File: src/rtl/mod_exp_r1_pkg.sv
// Shared constants and state encoding
// for the modular exponentiation block.
package mod_exp_r1_pkg;

    localparam int W       = 32;
    localparam int ITERS   = 32;
    localparam int MUL_LAT = 33;

    localparam logic [5:0] LAST_IT = 6'(ITERS - 1);

    typedef enum logic [1:0] {
        IDLE,
        LOAD,
        STEP,
        FIN
    } state_t;

endpackage

File: src/rtl/mod_mul_seq.sv
// Interleaved modular multiply: result = a*b mod p.
// One issue cycle, then one multiplier bit per cycle, MSB first.
module mod_mul_seq
    import mod_exp_r1_pkg::*;
#(
    parameter int W = mod_exp_r1_pkg::W
) (
    input  logic         clk,
    input  logic         rst,
    input  logic         start,
    input  logic [W-1:0] a,
    input  logic [W-1:0] b,
    input  logic [W-1:0] p,
    output logic [W-1:0] result,
    output logic         done
);

    logic [W-1:0] ar;
    logic [W-1:0] br;
    logic [W-1:0] pr;
    logic [W-1:0] r;
    logic [W-1:0] r_nxt;
    logic [W+1:0] pw;
    logic [W+1:0] t0;
    logic [W+1:0] t1;
    logic [W+1:0] t2;
    logic [5:0]   cnt;
    logic         run;

    // One iteration: 2R + a_i*B stays below 3p, so two
    // conditional subtractions bring it back under p.
    always_comb begin
        pw    = {2'b00, pr};
        t0    = {1'b0, r, 1'b0} + (ar[W-1] ? {2'b00, br} : '0);
        t1    = (t0 >= pw) ? (t0 - pw) : t0;
        t2    = (t1 >= pw) ? (t1 - pw) : t1;
        r_nxt = W'(t2);
    end

    // Operand capture, iteration sequencing and result register.
    always_ff @(posedge clk) begin
        if (!rst) begin
            ar     <= '0;
            br     <= '0;
            pr     <= '0;
            r      <= '0;
            cnt    <= '0;
            run    <= 1'b0;
            result <= '0;
            done   <= 1'b0;
        end else begin
            done <= 1'b0;
            if (start) begin
                ar  <= a;
                br  <= b;
                pr  <= p;
                r   <= '0;
                cnt <= '0;
                run <= 1'b1;
            end else if (run) begin
                r   <= r_nxt;
                ar  <= ar << 1;
                cnt <= cnt + 6'd1;
                if (cnt == LAST_IT) begin
                    run    <= 1'b0;
                    done   <= 1'b1;
                    result <= r_nxt;
                end
            end
        end
    end

endmodule

File: src/rtl/mod_exp_r1.sv
// Right-to-left square-and-multiply g^x mod p built on two
// sequential modular multipliers, fixed latency for any operands.
module mod_exp_r1
    import mod_exp_r1_pkg::*;
#(
    parameter int W = mod_exp_r1_pkg::W
) (
    input  logic         clk,
    input  logic         rst,
    input  logic         st,
    input  logic [W-1:0] g,
    input  logic [W-1:0] x,
    input  logic [W-1:0] p,
    output logic [W-1:0] r1,
    output logic         done,
    output logic         busy,
    output logic         err
);

    state_t state;
    state_t nxt;

    logic [W-1:0] acc;
    logic [W-1:0] base;
    logic [W-1:0] xr;
    logic [W-1:0] gr;
    logic [W-1:0] pr;
    logic [5:0]   phase;
    logic         first;

    logic [W-1:0] acc_d;
    logic [W-1:0] base_d;
    logic [W-1:0] xr_d;
    logic [W-1:0] gr_d;
    logic [W-1:0] pr_d;
    logic [5:0]   phase_d;
    logic         first_d;

    logic         ms_go;
    logic [W-1:0] ba_in;
    logic [W-1:0] bb_in;
    logic [W-1:0] ares;
    logic [W-1:0] bres;
    logic         adone;
    logic         bdone;
    logic         to_fin_run;
    logic         to_fin_err;

    // Next state, datapath updates and multiplier launch; a finished
    // multiply is consumed on the same edge the next one is issued.
    always_comb begin
        nxt        = state;
        acc_d      = acc;
        base_d     = base;
        xr_d       = xr;
        gr_d       = gr;
        pr_d       = pr;
        phase_d    = phase;
        first_d    = 1'b0;
        ms_go      = 1'b0;
        to_fin_run = 1'b0;
        to_fin_err = 1'b0;
        unique case (state)
            IDLE: begin
                if (st) begin
                    gr_d    = g;
                    pr_d    = p;
                    xr_d    = x;
                    phase_d = '0;
                    acc_d   = (p == W'(1)) ? '0 : W'(1);
                    if (p == '0) begin
                        nxt        = FIN;
                        to_fin_err = 1'b1;
                    end else begin
                        nxt     = LOAD;
                        first_d = 1'b1;
                    end
                end
            end
            LOAD: begin
                if (first) begin
                    ms_go = 1'b1;
                end else if (bdone) begin
                    base_d = bres;
                    nxt    = STEP;
                    ms_go  = 1'b1;
                end
            end
            STEP: begin
                if (adone && bdone) begin
                    base_d = bres;
                    if (xr[0]) begin
                        acc_d = ares;
                    end
                    xr_d = xr >> 1;
                    if (phase == LAST_IT) begin
                        nxt        = FIN;
                        to_fin_run = 1'b1;
                    end else begin
                        phase_d = phase + 6'd1;
                        ms_go   = 1'b1;
                    end
                end
            end
            FIN: begin
                nxt = IDLE;
            end
            default: begin
                nxt = IDLE;
            end
        endcase
        ba_in = first ? gr : base_d;
        bb_in = first ? W'(1) : base_d;
    end

    // State register.
    always_ff @(posedge clk) begin
        if (!rst) begin
            state <= IDLE;
        end else begin
            state <= nxt;
        end
    end

    // Operand and loop registers.
    always_ff @(posedge clk) begin
        if (!rst) begin
            acc   <= '0;
            base  <= '0;
            xr    <= '0;
            gr    <= '0;
            pr    <= '0;
            phase <= '0;
            first <= 1'b0;
        end else begin
            acc   <= acc_d;
            base  <= base_d;
            xr    <= xr_d;
            gr    <= gr_d;
            pr    <= pr_d;
            phase <= phase_d;
            first <= first_d;
        end
    end

    // Outputs; r1 lands on the edge entering FIN so it is
    // valid in the same cycle done pulses.
    always_ff @(posedge clk) begin
        if (!rst) begin
            r1   <= W'(1);
            done <= 1'b0;
            busy <= 1'b0;
            err  <= 1'b0;
        end else begin
            done <= to_fin_run | to_fin_err;
            err  <= to_fin_err;
            busy <= (nxt == LOAD) || (nxt == STEP) || to_fin_run;
            if (to_fin_run) begin
                r1 <= acc_d;
            end else if (to_fin_err) begin
                r1 <= '0;
            end
        end
    end

    mod_mul_seq #(.W(W)) u_mul_acc (
        .clk    (clk),
        .rst    (rst),
        .start  (ms_go),
        .a      (acc_d),
        .b      (base_d),
        .p      (pr),
        .result (ares),
        .done   (adone)
    );

    mod_mul_seq #(.W(W)) u_mul_base (
        .clk    (clk),
        .rst    (rst),
        .start  (ms_go),
        .a      (ba_in),
        .b      (bb_in),
        .p      (pr),
        .result (bres),
        .done   (bdone)
    );

endmodule

File: config.mk
export PLATFORM = sky130hd
export DESIGN_NAME = mod_exp_r1
export DESIGN_NICKNAME = d
export VERILOG_FILES = /design/src/rtl/mod_exp_r1_pkg.sv /design/src/rtl/mod_mul_seq.sv /design/src/rtl/mod_exp_r1.sv
export SDC_FILE = /design/constraint.sdc
export NUM_CORES = 1
export LEC_CHECK = 0
export BUFFER_PORTS_ARGS = -buffer_cell sky130_fd_sc_hd__buf_4
export CORE_AREA = 2 2 250 252
export CTS_CLUSTER_DIAMETER = 150
export DETAILED_ROUTE_END_ITERATION = 8
export DIE_AREA = 0 0 252 254
export PLACE_DENSITY = 0.7
export SKIP_LAST_GASP = 1
export SLEW_MARGIN = 10
export SYNTH_ARGS = -nofsm -noshare
export SYNTH_HDL_FRONTEND = slang
export SYNTH_HIERARCHICAL = 1
export SYNTH_SLANG_ARGS = --single-unit
File: constraint.sdc
create_clock -name clk -period 12.6 [get_ports clk]
set_input_delay 1.26 -clock clk [delete_from_list [all_inputs] [get_ports clk]]
set_output_delay 1.26 -clock clk [all_outputs]
set_load 0.01 [all_outputs]
==> summary.md <==
| Metric | Value |
|---|---|
| Gr ovfl total | 0 |
| DIE HEIGHT | between 200 and 300 um |
| Worst Max-Slew Pin Slew | roughly 1200 ps |
| Row cnt | between 90 and 100 |
| Final hold vios | 0 |
| Gates resized, CTS repair | 0 |
| Peak supply drop | roughly 0.00016 V |
| Layout cell share with drive strength beyond 1 | 0.0989 |
| Vias in the first global route | 27361 |
| Root Driver | clkbuf_16 |
| Core area | a little over 60000 sq um |
| Final Skew | 11.9 ps |
| First-pass GRT wire length | 155 mm |
| Hold path start | gr[5]$_SDFFE_PN0P_ |
| Max Buffers Root-to-Sink | 3 |
| Seq/Total Area, Yosys | 0.324 |
| DRT iter0 DRCs | between 2000 and 2500 |
| Net count, final | about 4300 |
| Post-CTS Repair Setup Buffers | 0 |
| Arrival time at the worst endpoint | between 10000 and 15000 ps |
| Hold Crit Class | reg2reg |
| Top_reg_cell synth | dfxtp_1 |
| Highest cell delay on the worst timing path | ~810 ps |
| Post-synth EDFFs | 0 |
| Synth async-reset ratio | 0 |
| Mapped Area | between 30000 and 40000 sq um |
| Post-Syn Instances | 3986 |
| H-tree depth | 2 |
| Avg Inst Size Synth | ~8.4 sq um |
| CTS sink count | 540 |
| Crit end category | flip-flop |
| Port bufs | about 130 |
| Die Width | 252 um |
| Reg2reg start | u_mul_base/ar[31]$_SDFFE_PN0P_ |
| Post-Syn Nets | between 4000 and 5000 |
| Via count | 29185 |
| Setup CP Type | reg2reg |
| Worst setup SP type | flip-flop |
| Initial Utilization | 0.545 |
| First-pass DRT Iterations | 6 |
| CP max stage cell | or4b_4 |
| Vias per Instance | 6.07 |
| Num ports | between 100 and 150 |
| Critical Path Source | u_mul_base/ar[31]$_SDFFE_PN0P_ |
| Minimum clock period | between 9000 and 10000 ps |
| Leak | around 0.016 uW |
| Yosys reg bits | 540 |
| Die area | 64000 sq um |
| Required time of the critical path | 13090 ps |
| Commonest non-fill, non-tap cell in the layout | dfxtp_1 |
| Synth cell types | between 90 and 100 |
| PwrDens | approximately 170 nW/um^2 |
| Global Route Usage Sum | 0.309 |
| Max_cap viols | 0 |
| TNS Setup | 0 ps |
| Yosys warning total | 6 |
| Initial antenna violation count | 4 |
| Worst skew pair latency | roughly 650 ps |
| Status | completed |
| Setup WS post-layout | a little under 3000 ps |
| Area Growth Syn to Fin | 9.83% |
| Commonest non-fill, non-tap cells in the layout | dfxtp_1, nor2_1, a21oi_1 |
| CTS Buf Count | 58 |
| Pre-CTS setup slack | 3190 ps |
| Max Fclk | between 100 and 150 MHz |
| Routed Antenna Nets | 0 |
| Worst Path Max Fanout | 32 |
| Drt total wl | around 100 mm |
| Final GP Congestion | around 1 |
| CTS tree | yes |
| Max Transition Viols Final | 0 |
| Fin crit share | 0.764 |
| Pin count of the biggest net entering global routing | 150 |
| Final Setup Violations | 0 |
| Slew headroom | 0.215 |
| Fin util | 0.598 |
| Unrepaired setup endpoints after global routing | no |
| Hold-fix buffers, CTS | 0 |
| Clock-pin slew on the worst setup and hold paths | roughly 60 ps |
| # DRC | 0 |
| Drt wl/cell | around 21 um |
| HPWL after DPL | ~77 mm |
-- metal layers --
| layer | share of wire | wire [um] | global-route usage | vias to the layer above |
|---|---|---|---|---|
| met2 | 0.47 | 48100 | 0.528 | 881 |
| met1 | 0.41 | 41700 | 0.375 | 13819 |
| met5 | 0.000089 | 9 | 0 | - |
| li1 | - | - | - | 14212 |
| met3 | 0.053 | 5380 | 0.0368 | 271 |
| met4 | 0.062 | 6320 | 0.180 | 2 |
-- Yosys cell counts, types with 17 or more instances --
| cell type | number | area share |
|---|---|---|
| dfxtp_1 | 540 | 0.32 |
| o21ai_0 | 220 | 0.033 |
| nand2b_1 | 30 | 0.0056 |
| o211ai_1 | 27 | 0.0061 |
| mux2_2 | 51 | 0.017 |
| nor3_1 | 38 | 0.0057 |
| a21o_1 | 73 | 0.016 |
| and2_1 | 140 | 0.026 |
| mux2_4 | 26 | 0.012 |
| xnor2_1 | 109 | 0.029 |
| nand4_1 | 53 | 0.0099 |
| buf_1 | 31 | 0.0035 |
| clkbuf_1 | 161 | 0.018 |
| o21a_1 | 40 | 0.0090 |
| buf_2 | 32 | 0.0048 |
| a21oi_1 | 360 | 0.054 |
| mux2i_1 | 279 | 0.084 |
| o211a_1 | 37 | 0.011 |
| a21boi_0 | 71 | 0.016 |
| nor2b_1 | 51 | 0.0096 |
| nand2_1 | 337 | 0.038 |
| a22o_1 | 94 | 0.025 |
| nor4_1 | 21 | 0.0039 |
| nor2_1 | 412 | 0.046 |
| a31oi_1 | 28 | 0.0052 |
| o21bai_1 | 17 | 0.0038 |
| nand3_1 | 45 | 0.0067 |
| a211oi_1 | 44 | 0.0099 |
| ha_1 | 196 | 0.073 |
| inv_1 | 126 | 0.014 |
| xor2_1 | 66 | 0.017 |
-- final cells by class --
class                           count  area (sq um)
Fill cell                        5534         24600
Multi-Input combinational cell   3077         21100
Sequential cell                   540         10800
Clock buffer                       75          1660
Timing Repair Buffer              161          1220
Tap cell                          790           988
Inverter                          128           482
Clock inverter                     34           423
Antenna cell                        1          2.50
-- worst max-delay path, delay by kind of cell, from the launching register on --
family | cells | cell delay [ps]
xor+xnor | 1 | 330
flops | 1 | 700
fa+ha+maj | 4 | 1390
mux | 2 | 780
simple gates | 8 | 2420
buf+inv | 3 | 840
compound gates | 14 | 2970
-- final timing paths --
check	end	slack, ps	cells past startpoint
max reg2reg	u_mul_base/r[6]$_SDFFE_PP0P_	2970	32
max	u_mul_base/r[6]$_SDFFE_PP0P_	2970	32
min reg2reg	gr[5]$_SDFFE_PN0P_	470	2
min	gr[5]$_SDFFE_PN0P_	470	2
-- stage by stage --
stage	power [uW]	area [sq um]	hold slack [ps]	cells
after floorplan	3770	33400	440	3986
after global routing	6600	36700	488	4805
after detailed placement	4440	34600	456	4696
after CTS	6270	36700	466	4805
final	6300	36700	466	4806
after global placement	4450	34600	452	4696
-- report_power, final --
| group | internal (uW) | switching, uW | total, uW |
|---|---|---|---|
| sequential | 1740 | 29.4 | 1770 |
| combinational | 1040 | 1670 | 2710 |
| clock | 1080 | 752 | 1830 |
-- cell families (layout without fill, tap and decap cells) --
group                      count (synthesis)  in the layout  synth area share
and+or+nand+nor                         1199           1199             0.169
xor gates and xnor gates                 175            175            0.0459
muxes                                    358            358             0.113
AOI/OAI and AO/OA                       1143           1143             0.225
other                                      0              1                 0
DFF                                      540            540             0.324
buffers and inverters                    369            398            0.0467
adders and majority gates                202            202            0.0771
No activity file was read; power rests on OpenSTA's default activity.
